===== src/rtl/wb_master_standard_pkg.sv =====
// ----------------------------------------------------------------------------
// wb_pkg
// Shared definitions for the Wishbone block master: bus widths, counter
// widths, the master FSM state encoding and an address-increment helper.
// No ports (package).
// ----------------------------------------------------------------------------
package wb_pkg;

  localparam int WB_ADR_W  = 16;
  localparam int WB_DAT_W  = 16;
  localparam int CMD_LEN_W = 8;
  localparam int TMO_W     = 8;

  typedef enum logic [2:0] {
    ST_IDLE   = 3'd0,
    ST_WFETCH = 3'd1,
    ST_BUS    = 3'd2,
    ST_GAP    = 3'd3,
    ST_DONE   = 3'd4
  } wb_state_t;

  // Word address advance; 0xFFFF rolls over to 0x0000 by plain truncation.
  function automatic logic [WB_ADR_W-1:0] adr_inc(input logic [WB_ADR_W-1:0] a);
    return a + WB_ADR_W'(1);
  endfunction

endpackage


===== src/rtl/wb_master_standard_if.sv =====
// ----------------------------------------------------------------------------
// if_wb
// Wishbone classic bus bundle carrying the clock and synchronous reset.
// Ports : clk (in), rst (in, synchronous active-high)
// Master modport drives cyc/stb/we/adr/dat_o and samples ack/dat_i.
// Slave modport drives ack/dat_i/stall. The master does not look at stall.
// ----------------------------------------------------------------------------
interface if_wb (
  input logic clk,
  input logic rst
);
  import wb_pkg::*;

  logic                cyc;
  logic                stb;
  logic                we;
  logic [WB_ADR_W-1:0] adr;
  logic [WB_DAT_W-1:0] dat_o;
  logic [WB_DAT_W-1:0] dat_i;
  logic                ack;
  logic                stall;

  modport master (
    input  clk, rst, ack, dat_i,
    output cyc, stb, we, adr, dat_o
  );

  modport slave (
    input  clk, rst, cyc, stb, we, adr, dat_o,
    output ack, dat_i, stall
  );

endinterface


===== src/rtl/wb_master_standard_timeout.sv =====
// ----------------------------------------------------------------------------
// wb_timeout
// Counts cycles a strobe has waited for ack.
// Ports : i_clk, i_rst   clock / synchronous active-high reset
//         i_load         clear the counter (held whenever not on the bus)
//         i_count        advance by one (bus cycle without ack)
//         o_expire       high during the cycle that would be the LIMIT-th
//                        unacknowledged strobe cycle
// ----------------------------------------------------------------------------
module wb_timeout #(
  parameter int unsigned LIMIT = 16
) (
  input  logic i_clk,
  input  logic i_rst,
  input  logic i_load,
  input  logic i_count,
  output logic o_expire
);
  import wb_pkg::*;

  localparam logic [TMO_W-1:0] LAST = TMO_W'(LIMIT - 1);

  logic [TMO_W-1:0] r_cnt;

  always_ff @(posedge i_clk) begin
    if (i_rst || i_load) begin
      r_cnt <= '0;
    end else if (i_count) begin
      r_cnt <= r_cnt + TMO_W'(1);
    end
  end

  // The counter holds k-1 during the k-th strobe cycle, so this flags the
  // cycle whose end would make the wait reach LIMIT.
  assign o_expire = (r_cnt == LAST);

endmodule


===== src/rtl/wb_master_standard.sv =====
// ----------------------------------------------------------------------------
// wb_master_standard
// Wishbone classic block master. Accepts a block command (read or write,
// start word address, beat count minus one) and runs it as single beats on
// the bus, with a per-beat ack timeout that aborts the rest of the block.
//
// Ports : wb          if_wb.master, carries clk/rst, cyc/stb/we/adr/dat_o,
//                     ack/dat_i
//         cmd_valid/cmd_ready, cmd_we, cmd_adr[15:0], cmd_len[7:0]
//         wdat_valid/wdat_ready, wdat[15:0]   write data stream
//         rdat_valid, rdat[15:0]              read data, no backpressure
//         done        one-cycle pulse when a block finishes or aborts
//         err         set on timeout abort, cleared at next command accept
//         dbg_state   current FSM state
//
// Handshakes: a transfer happens on a rising edge where valid and ready are
// both high; valid may rise without waiting for ready and, once raised, the
// payload is held until the transfer. rdat_valid has no ready and is a single
// cycle per beat.
// ----------------------------------------------------------------------------
module wb_master_standard
  import wb_pkg::*;
#(
  parameter int unsigned timeout = 16
) (
  if_wb.master                  wb,
  input  logic                  cmd_valid,
  output logic                  cmd_ready,
  input  logic                  cmd_we,
  input  logic [WB_ADR_W-1:0]   cmd_adr,
  input  logic [CMD_LEN_W-1:0]  cmd_len,
  input  logic                  wdat_valid,
  output logic                  wdat_ready,
  input  logic [WB_DAT_W-1:0]   wdat,
  output logic                  rdat_valid,
  output logic [WB_DAT_W-1:0]   rdat,
  output logic                  done,
  output logic                  err,
  output wb_state_t             dbg_state
);

  wb_state_t            r_state;
  logic                 r_cyc;
  logic                 r_stb;
  logic                 r_we;
  logic [WB_ADR_W-1:0]  r_adr;
  logic [WB_DAT_W-1:0]  r_dat_o;
  logic [CMD_LEN_W-1:0] r_cnt;
  logic                 r_cmd_ready;
  logic                 r_wdat_ready;
  logic                 r_rdat_valid;
  logic [WB_DAT_W-1:0]  r_rdat;
  logic                 r_done;
  logic                 r_err;

  logic w_in_bus;
  logic w_expire;

  assign w_in_bus = (r_state == ST_BUS);

  // Counter is held clear outside BUS, so every BUS entry starts from zero.
  wb_timeout #(
    .LIMIT (timeout)
  ) u_timeout (
    .i_clk    (wb.clk),
    .i_rst    (wb.rst),
    .i_load   (!w_in_bus),
    .i_count  (w_in_bus && !wb.ack),
    .o_expire (w_expire)
  );

  always_ff @(posedge wb.clk) begin
    if (wb.rst) begin
      r_state      <= ST_IDLE;
      r_cyc        <= 1'b0;
      r_stb        <= 1'b0;
      r_we         <= 1'b0;
      r_adr        <= '0;
      r_dat_o      <= '0;
      r_cnt        <= '0;
      r_cmd_ready  <= 1'b1;
      r_wdat_ready <= 1'b0;
      r_rdat_valid <= 1'b0;
      r_rdat       <= '0;
      r_done       <= 1'b0;
      r_err        <= 1'b0;
    end else begin
      r_rdat_valid <= 1'b0;
      r_done       <= 1'b0;
      case (r_state)
        ST_IDLE: begin
          if (cmd_valid) begin
            r_cmd_ready <= 1'b0;
            r_we        <= cmd_we;
            r_adr       <= cmd_adr;
            r_cnt       <= cmd_len;
            r_err       <= 1'b0;
            r_cyc       <= 1'b1;
            if (cmd_we) begin
              r_wdat_ready <= 1'b1;
              r_state      <= ST_WFETCH;
            end else begin
              r_stb   <= 1'b1;
              r_state <= ST_BUS;
            end
          end
        end
        ST_WFETCH: begin
          if (wdat_valid) begin
            r_dat_o      <= wdat;
            r_wdat_ready <= 1'b0;
            r_stb        <= 1'b1;
            r_state      <= ST_BUS;
          end
        end
        ST_BUS: begin
          // Ack is tested before the timeout so a last-cycle ack still succeeds.
          if (wb.ack) begin
            r_stb <= 1'b0;
            if (!r_we) begin
              r_rdat       <= wb.dat_i;
              r_rdat_valid <= 1'b1;
            end
            if (r_cnt != '0) begin
              r_cnt <= r_cnt - CMD_LEN_W'(1);
              r_adr <= adr_inc(r_adr);
              if (r_we) begin
                r_wdat_ready <= 1'b1;
                r_state      <= ST_WFETCH;
              end else begin
                r_state <= ST_GAP;
              end
            end else begin
              r_cyc   <= 1'b0;
              r_done  <= 1'b1;
              r_state <= ST_DONE;
            end
          end else if (w_expire) begin
            r_err   <= 1'b1;
            r_cyc   <= 1'b0;
            r_stb   <= 1'b0;
            r_done  <= 1'b1;
            r_state <= ST_DONE;
          end
        end
        ST_GAP: begin
          r_stb   <= 1'b1;
          r_state <= ST_BUS;
        end
        ST_DONE: begin
          r_cmd_ready <= 1'b1;
          r_state     <= ST_IDLE;
        end
        default: begin
          r_cyc       <= 1'b0;
          r_stb       <= 1'b0;
          r_cmd_ready <= 1'b1;
          r_state     <= ST_IDLE;
        end
      endcase
    end
  end

  assign wb.cyc   = r_cyc;
  assign wb.stb   = r_stb;
  assign wb.we    = r_we;
  assign wb.adr   = r_adr;
  assign wb.dat_o = r_dat_o;

  // Gated with reset so commands are refused for as long as reset is held.
  assign cmd_ready  = r_cmd_ready && !wb.rst;
  assign wdat_ready = r_wdat_ready;
  assign rdat_valid = r_rdat_valid;
  assign rdat       = r_rdat;
  assign done       = r_done;
  assign err        = r_err;
  assign dbg_state  = r_state;

endmodule


===== src/flat_wrapper.sv =====
// flat-port wrapper written by rule: the top's interface ports become plain ports
module wb_master_standard_flat import wb_pkg::*;
#(
  parameter int unsigned timeout = 16
)
  (cmd_valid, cmd_ready, cmd_we, cmd_adr, cmd_len, wdat_valid, wdat_ready, wdat, rdat_valid, rdat, done, err, dbg_state, clk, rst, wb_ack, wb_dat_i, wb_cyc, wb_stb, wb_we, wb_adr, wb_dat_o);
  if_wb wb_i (.clk(clk), .rst(rst));
  input  logic cmd_valid;
  output logic cmd_ready;
  input  logic cmd_we;
  input  logic [WB_ADR_W-1:0] cmd_adr;
  input  logic [CMD_LEN_W-1:0] cmd_len;
  input  logic wdat_valid;
  output logic wdat_ready;
  input  logic [WB_DAT_W-1:0] wdat;
  output logic rdat_valid;
  output logic [WB_DAT_W-1:0] rdat;
  output logic done;
  output logic err;
  output wb_state_t dbg_state;
  input wire logic clk;
  input wire logic rst;
  input wire logic [$bits(wb_i.ack)-1:0] wb_ack;
  input wire logic [$bits(wb_i.dat_i)-1:0] wb_dat_i;
  output wire logic [$bits(wb_i.cyc)-1:0] wb_cyc;
  output wire logic [$bits(wb_i.stb)-1:0] wb_stb;
  output wire logic [$bits(wb_i.we)-1:0] wb_we;
  output wire logic [$bits(wb_i.adr)-1:0] wb_adr;
  output wire logic [$bits(wb_i.dat_o)-1:0] wb_dat_o;
  assign wb_i.ack = wb_ack;
  assign wb_i.dat_i = wb_dat_i;
  assign wb_cyc = wb_i.cyc;
  assign wb_stb = wb_i.stb;
  assign wb_we = wb_i.we;
  assign wb_adr = wb_i.adr;
  assign wb_dat_o = wb_i.dat_o;
  wb_master_standard #(.timeout(timeout)) u_core (.wb(wb_i), .cmd_valid(cmd_valid), .cmd_ready(cmd_ready), .cmd_we(cmd_we), .cmd_adr(cmd_adr), .cmd_len(cmd_len), .wdat_valid(wdat_valid), .wdat_ready(wdat_ready), .wdat(wdat), .rdat_valid(rdat_valid), .rdat(rdat), .done(done), .err(err), .dbg_state(dbg_state));
endmodule

===== config.mk =====
export PLATFORM = sky130hd
export DESIGN_NAME = wb_master_standard_flat
export DESIGN_NICKNAME = d
export VERILOG_FILES = /design/src/rtl/wb_master_standard_pkg.sv /design/src/rtl/wb_master_standard_if.sv /design/src/rtl/wb_master_standard_timeout.sv /design/src/rtl/wb_master_standard.sv /design/src/flat_wrapper.sv
export SDC_FILE = /design/constraint.sdc
export NUM_CORES = 1
export LEC_CHECK = 0
export CAP_MARGIN = 20
export CORE_MARGIN = 5
export CORE_UTILIZATION = 51
export CTS_BUF_LIST = sky130_fd_sc_hd__clkbuf_2
export DETAILED_ROUTE_END_ITERATION = 8
export PLACE_DENSITY = 0.89
export SYNTH_ARGS = -nofsm -noshare
export SYNTH_HDL_FRONTEND = slang
export SYNTH_HIERARCHICAL = 1
export SYNTH_SLANG_ARGS = --single-unit

===== constraint.sdc =====
create_clock -name clk -period 5.5 [get_ports clk]
set_input_delay 0.825 -clock clk [delete_from_list [all_inputs] [get_ports clk]]
set_output_delay 0.825 -clock clk [all_outputs]
set_load 0.01 [all_outputs]

==> results of run 1 <==
kinds of logic after synthesis:
family                     after synthesis  share of synthesized area, %
AOI/OAI and AO/OA                      126                          22.3
adders and majority gates                3                          1.07
and+or+nand+nor                        203                          27.1
xor gates and xnor gates                 6                          1.49
buffers and inverters                   38                          5.12
DFF                                     75                          42.6
muxes                                    1                         0.284
critical path, stage by stage, from the launching register on:
cell and delay [ns]:
dfxtp_1 0.58, nor3b_2 0.75, inv_1 0.43, buf_4 0.38, nor2_1 0.41, nand4_2 0.23, or3_1 0.41, a21oi_1 0.15
flip-flops by register name (all words and copies together), names as in the netlist, 3 cells and up:
name / count
u_core/wb.dat_o: 16
u_core/rdat: 16
u_core/dbg_state: 3
u_core/r_cnt: 8
u_core/wb.adr: 16
u_core/u_timeout/r_cnt: 8
final cells by class:
cell class | count | share of cell area, %
timing repair buffer | 122 | 25.1
multi-input combinational | 339 | 38.2
inverter | 8 | 0.623
sequential | 75 | 31.1
tap | 80 | 2.08
clock inverter | 6 | 1.84
clock buffer | 10 | 1.04
report_power, final:
part	internal (uW)	total [uW]	switching, uW
logic	217	460	242
clock network	153	352	199
registers	599	658	59.6
per-layer routing:
metal  track usage (%)  up-vias
met1              28.5     1685
met3              4.83       22
met5                 0        -
met4              8.55        0
met2              38.9      179
li1                  -     1797
cell usage in the layout, fill, tap and decap left out, types with 4 or more instances in the layout:
cell	synthesis	layout
a31oi_1	5	5
clkdlybuf4s50_1	0	119
a21oi_1	64	64
nor2_1	39	39
nand4_1	4	4
or3_1	8	8
nor3_1	15	15
nand2_1	94	94
nand3_1	9	9
nor4_1	5	5
inv_1	7	7
dfxtp_1	75	75
o21ai_0	23	23
clkbuf_2	0	10
o32ai_1	4	4
through the flow:
stage               std cells  setup slack (ns)  power [uW]  hold WS [ns]  util [%]
finish                    640              2.09        1470         0.468      71.4
global route              640              1.80        1550         0.482      71.4
CTS                       640              2.19        1470         0.470      71.4
detailed placement        624              2.21        1120         0.446      69.3
global placement          624              2.34        1110         0.441      69.3
floorplan                 452              3.29         946         0.453         -
path summary, 6_finish.rpt:
path | startpoint | cells past startpoint | slack (ns) | end
min reg2reg | u_core/wb.dat_o[6]$_SDFFE_PP0P_ | 2 | 0.47 | u_core/wb.dat_o[6]$_SDFFE_PP0P_
max | u_core/dbg_state[1]$_SDFFE_PP0P_ | 7 | 2.09 | u_core/u_timeout/r_cnt[7]$_SDFFE_PP0P_
max reg2reg | u_core/dbg_state[1]$_SDFFE_PP0P_ | 7 | 2.09 | u_core/u_timeout/r_cnt[7]$_SDFFE_PP0P_
min | u_core/wb.dat_o[6]$_SDFFE_PP0P_ | 2 | 0.47 | u_core/wb.dat_o[6]$_SDFFE_PP0P_
==> impl_summary.txt, run 1 <==
----------------------------------------------------
[Place]
  Cell area after placement ... around 4700 um2
  Number of I/O port buffers ... 120
  Post-DP HPWL ... approximately 7100 um
  Routability-driven placement congestion ratio ... approximately 0.9

[Logic synthesis]
  Average footprint of a synthesized cell ... 7.79 um2
  Dominant cell type by area after synthesis ... dfxtp_1
  Post-synth net total ... a little over 500
  Number of enable-type register cells in the synthesized netlist ... 0
  Post-synthesis cell area ... 3520 um2
  Synth top area cells ... dfxtp_1 (43%), nand2_1 (10%), a21oi_1 (9.1%)
  Most common library cells after synthesis ... nand2_1 (94), dfxtp_1 (75), a21oi_1 (64)
  Unique masters post-synth ... 60
  Yosys warns ... 6
  Most frequently used cell type in the post-synthesis netlist ... nand2_1
  Proportion of synthesized chip area in sequential cells ... between 40% and 50%
  Share of the synthesized area in the top cell type ... a little over two fifths
  Number of standard cells after synthesis ... 452
  Fraction of registers with async set or reset after synthesis ... 0%
  Flops & latches, synth ... 75
  Dominant register cell in the synthesized netlist ... dfxtp_1

[Die]
  Die outline area ... around 8700 um2
  Number of top-level pins ... ~120
  Die span in y ... 93.1 um
  Die width ... just over 90 um
  Count of standard-cell rows ... 30
  Initial core utilization ... a little over half
  Placeable core region ... slightly below 7000 um2

[Worst setup path]
  Endpoint type of the worst setup path ... flop
  Biggest fanout along the worst timing path ... 43
  Worst Setup Start Kind ... flop
  Critical Path AT ... between 3 and 4 ns
  Critical path class ... reg -> reg
  Required time at the worst-slack endpoint ... roughly 6.0 ns

[Detailed routing]
  Number of iterations in the first detailed-routing pass ... 5
  Total met3 wirelength after detailed routing ... ~720 um
  Detailed-route via count ... around 3700
  Via-to-Cell Ratio ... approximately 5.8
  DR top layer ... met4
  Met1 Routed Length ... approximately 4000 um
  Violation count after the first detailed-routing iteration ... about 320
  Number of design rule violations left after detail routing ... 0
  Drt total wl ... a little over 10000 um
  Remaining number of nets flagged by the antenna check after routing ... 0
  Sum of met2 wire segment lengths after detailed routing ... around 5100 um
  Routed wirelength normalized by instance count ... 15.7 um

[Clock tree]
  Clock buffer count from CTS ... 9
  Count of instances resized after the clock tree is built ... 0
  Setup Buffers After CTS ... 0
  Clock root buffer master ... clkbuf_2
  Clock Tree Buf Depth ... 2
  # clock sinks ... 75
  Clock transition time at the flip-flop clock pins of the worst setup and hold paths ... roughly 0.21 ns
  H-Tree Level Count ... 3
  # hold bufs at CTS ... 0
  Skew-Pair Late Insertion Delay ... approximately 0.54 ns
  TritonCTS clock tree ... yes

[Global routing]
  Number of global-route vias before repair ... roughly 3400
  Remaining global-route overflow ... 0
  Total routing resource utilization after global routing ... a little under a quarter
  First-pass GRT wire length ... approximately 16000 um
  Initial antenna violation count ... 0
  Pin count of the biggest net entering global routing ... between 60 and 70

[Timing]
  Minimum period implied by the final worst setup slack ... 3.41 ns
  Slew headroom ... between 30% and 40%
  TNS Setup ... 0 ns
  Period utilisation layout ... 62.0%
  Number of setup violations in the final report ... 0
  Slew at the pin closest to its max-slew limit ... just over 0.9 ns
  Unrepaired setup endpoints after global routing ... false
  Worst setup skew after layout ... about 0.035 ns
  Number of hold violations in the final report ... 0
  Highest clock rate ... between 200 and 300 MHz
  Final Slew Violations ... 0

[Worst hold path]
  Min-Delay Path Class ... reg -> reg

[Pwr]
  P_leak ... 0.00167 uW
  Maximum vdd ir drop ... 0.173 mV
  Power density of the placed cells ... between 300 and 400 nW/um2

[Final layout]
  Post-synthesis to final-layout area growth ... 36.9%
  Reg area ... 1500 um2
  Combined area of the multi-input logic cells ... 1840 um2
  Final net count ... 620
  Cell area after layout ... 4820 um2
  Number of inserted filler cells in the final layout ... around 520
  Share of final-layout standard cells stronger than drive strength 1 ... 5.71%
  Diode insertion count for antenna repair ... 0

[Run status]
  Run status ... finished, final reports clean

[Job]
  Number of violations of the max-capacitance limit ... 0

----------------------------------------------------
(Power assumes the default switching activity.)
==> inputs of run 2 (changes only) <==
--- a/config.mk
+++ b/config.mk
@@ -7,10 +7,10 @@
 export LEC_CHECK = 0
 export CAP_MARGIN = 20
 export CORE_MARGIN = 5
-export CORE_UTILIZATION = 51
+export CORE_UTILIZATION = 47
 export CTS_BUF_LIST = sky130_fd_sc_hd__clkbuf_2
 export DETAILED_ROUTE_END_ITERATION = 8
-export PLACE_DENSITY = 0.89
+export PLACE_DENSITY = 0.83
 export SYNTH_ARGS = -nofsm -noshare
 export SYNTH_HDL_FRONTEND = slang
 export SYNTH_HIERARCHICAL = 1
==> constraint.sdc (replaced) <==
create_clock -name clk -period 3.4 [get_ports clk]
set_input_delay 0.51 -clock clk [delete_from_list [all_inputs] [get_ports clk]]
set_output_delay 0.51 -clock clk [all_outputs]
set_load 0.01 [all_outputs]
==> run 2 against run 1 <==
Net effect: setup slack worse by 1.1 ns; via count down 0.54%; first-iteration DRC count down 14%; worst hold slack about the same; combinational power up 62%; clock-buffer cell count unchanged; non-clock buffer count up 3; wire length down 0.92%; clock power up 39%; sequential share of layout area down 0.14 points; sequential cell count unchanged; cell area up 0.47%; critical endpoint is now u_core/r_cnt[2]$_SDFFE_PP0P_; largest cell class unchanged; largest power group unchanged.
==> impl_summary.txt, run 2 (same netlist as run 1, synthesis figures left out) <==
----------------------------------------------------
[Timing]
  Highest clock rate ... 421 MHz (was 293 MHz)
  Slew headroom ... 37.7% (was 37.3%)
  Period utilisation layout ... 69.9% (was 62.0%)
  Worst setup skew after layout ... 0.0313 ns (was 0.0354 ns)
  Unrepaired setup endpoints after global routing ... false (unchanged)
  Post-Route Hold Slack ... 0.468 ns (about the same)
  Final worst-path setup slack ... 1.02 ns (was 2.09 ns)
  TNS Setup ... 0 ns (unchanged)
  Final Slew Violations ... 0 (unchanged)
  Number of hold violations in the final report ... 0 (unchanged)
  Minimum period implied by the final worst setup slack ... 2.38 ns (was 3.41 ns)
  Number of setup violations in the final report ... 0 (unchanged)
  Slew at the pin closest to its max-slew limit ... 0.929 ns (was 0.935 ns)

[Final layout]
  Post-synthesis to final-layout area growth ... 37.6% (was 36.9%)
  Highest-count cells in the layout ignoring fill and taps ... clkdlybuf4s50_1 (119), nand2_1 (94), dfxtp_1 (75), a21oi_1 (64), nor2_1 (39) (unchanged)
  Diode insertion count for antenna repair ... 0 (unchanged)
  Share of final-layout standard cells stronger than drive strength 1 ... 6.22% (was 5.71%)
  Final net count ... 623 (was 620)
  Most common library cell in the layout ignoring fill and taps ... clkdlybuf4s50_1 (unchanged)

[Worst setup path]
  Critical-path cell list ... inv_1, ha_1, or3b_2, o21ai_4, o21a_2, o21ai_0, a21oi_1 (was nor3b_2, inv_1, buf_4, nor2_1, nand4_2, or3_1, a21oi_1)
  Critical path buffer and inverter count ... 1 (was 2)
  Critical path class ... reg -> reg (unchanged)
  Largest stage delay on the critical path ... 0.53 ns (was 0.75 ns)
  Worst Setup Start Kind ... flop (unchanged)
  Endpoint type of the worst setup path ... flop (unchanged)
  Family with the most delay on the worst path ... compound AO/OA/AOI/OAI gates (was simple AND/OR/NAND/NOR gates)
  Worst path slowest cell ... or3b_2 (was nor3b_2)
  Critical Path AT ... 2.82 ns (was 3.89 ns)
  Biggest fanout along the worst timing path ... 21 (was 43)
  Required time at the worst-slack endpoint ... 3.85 ns (was 5.97 ns)

[Detailed routing]
  Detailed-route via count ... 3663 (was 3683)
  Routed wirelength normalized by instance count ... 15.1 um (was 15.7 um)
  Drt total wl ... 9970 um (was 10100 um)
  Via-to-Cell Ratio ... 5.53 (was 5.75)
  Number of design rule violations left after detail routing ... 0 (unchanged)
  Number of iterations in the first detailed-routing pass ... 6 (was 5)
  Violation count after the first detailed-routing iteration ... 273 (was 316)
  Remaining number of nets flagged by the antenna check after routing ... 0 (unchanged)

[Global routing]
  Total routing resource utilization after global routing ... 21.2% (was 22.9%)
  Pin count of the biggest net entering global routing ... 66 (was 67)
  First-pass GRT wire length ... 15800 um (was 16000 um)
  Number of global-route vias before repair ... 3419 (was 3351)
  Remaining global-route overflow ... 0 (unchanged)
  Initial antenna violation count ... 0 (unchanged)

[Clock tree]
  Clock Tree Buf Depth ... 2 (unchanged)
  H-Tree Level Count ... 3 (unchanged)
  Clock transition time at the flip-flop clock pins of the worst setup and hold paths ... 0.21 ns (about the same)
  Clock buffer count from CTS ... 9 (unchanged)
  Clock root buffer master ... clkbuf_2 (unchanged)
  Count of instances resized after the clock tree is built ... 0 (unchanged)
  TritonCTS clock tree ... yes (unchanged)
  # clock sinks ... 75 (unchanged)
  Setup Buffers After CTS ... 0 (unchanged)
  # hold bufs at CTS ... 0 (unchanged)
  Skew-Pair Late Insertion Delay ... 0.51 ns (was 0.54 ns)

[Die]
  Count of standard-cell rows ... 31 (was 30)
  Placeable core region ... 7290 um2 (was 6760 um2)
  Die outline area ... 9320 um2 (was 8670 um2)
  Die width ... 96.6 um (was 93.1 um)
  Die span in y ... 96.6 um (was 93.1 um)
  Number of top-level pins ... 121 (unchanged)
  Initial core utilization ... 48.3% (was 52.1%)

[Place]
  Post-DP HPWL ... 7100 um (was 7150 um)
  Number of I/O port buffers ... 120 (unchanged)
  Worst setup slack before clock tree synthesis ... 0.831 ns (was 2.21 ns)
  Routability-driven placement congestion ratio ... 0.854 (was 0.886)

[Worst hold path]
  Min-Delay Path Class ... reg -> reg (unchanged)

[Job]
  Number of violations of the max-capacitance limit ... 0 (unchanged)

[Pwr]
  Maximum vdd ir drop ... 0.263 mV (was 0.173 mV)
  Power density of the placed cells ... 475 nW/um2 (was 305 nW/um2)
  P_leak ... 0.00167 uW (about the same)

[Run status]
  Run status ... finished, final reports clean (unchanged)

----------------------------------------------------
run 2: cell count changes in the layout (fill, tap and decap cells not counted):
| cell | previous run | this run |
|---|---|---|
| bufinv_16 | 2 | 1 |
| clkinv_4 | 1 | 0 |
| buf_4 | 2 | 5 |
| clkinvlp_4 | 1 | 3 |
run 2: worst paths after layout:
path,startpoint,slack (ns),cells after the start,end
setup / recovery,u_core/r_cnt[0]$_SDFFE_PP0P_,1.02,7,u_core/r_cnt[2]$_SDFFE_PP0P_
hold / removal,u_core/wb.dat_o[13]$_SDFFE_PP0P_,0.47,2,u_core/wb.dat_o[13]$_SDFFE_PP0P_
setup reg to reg,u_core/r_cnt[0]$_SDFFE_PP0P_,1.02,7,u_core/r_cnt[2]$_SDFFE_PP0P_
hold reg to reg,u_core/wb.dat_o[13]$_SDFFE_PP0P_,0.47,2,u_core/wb.dat_o[13]$_SDFFE_PP0P_
run 2: power breakdown:
group | switching (uW) | leakage, uW | total, uW | internal (uW)
clock | 318 | 0.0000622 | 490 | 172
combinational | 389 | 0.000992 | 746 | 358
sequential | 97.5 | 0.000612 | 1070 | 969
total | 804 | 0.00167 | 2300 | 1500
run 2: layout make-up:
type	instances	area (um2)
tap	99	124
sequential	75	1500
multi-input combinational	339	1840
fill	628	2450
inverter	8	30.0
timing repair buffer	125	1230
clock inverter	6	65.1
clock buffer	10	50.0
run 2: layer usage:
metal  vias up  global-route usage, %  share of wire [%]
met5         -                      0                  0
met1      1698                   26.2                 41
li1       1800                      -                  -
met2       149                   36.0                 50
met4         0                   8.18                1.9
met3        16                   4.73                6.4
run 2: through the flow:
step / instances / area [um2] / power (uW) / utilization (%)
floorplan: 452 / 3520 / 1530 / -
detailed placement: 646 / 4730 / 1820 / 64.8
global route: 662 / 4840 / 2440 / 66.4
CTS: 662 / 4840 / 2310 / 66.4
finish: 662 / 4840 / 2300 / 66.4
global placement: 646 / 4730 / 1800 / 64.8
run 2: worst min-delay path, stage by stage (launching register included):
cell and delay (ns):
dfxtp_1 0.35, nand2_1 0.05, a21oi_1 0.05
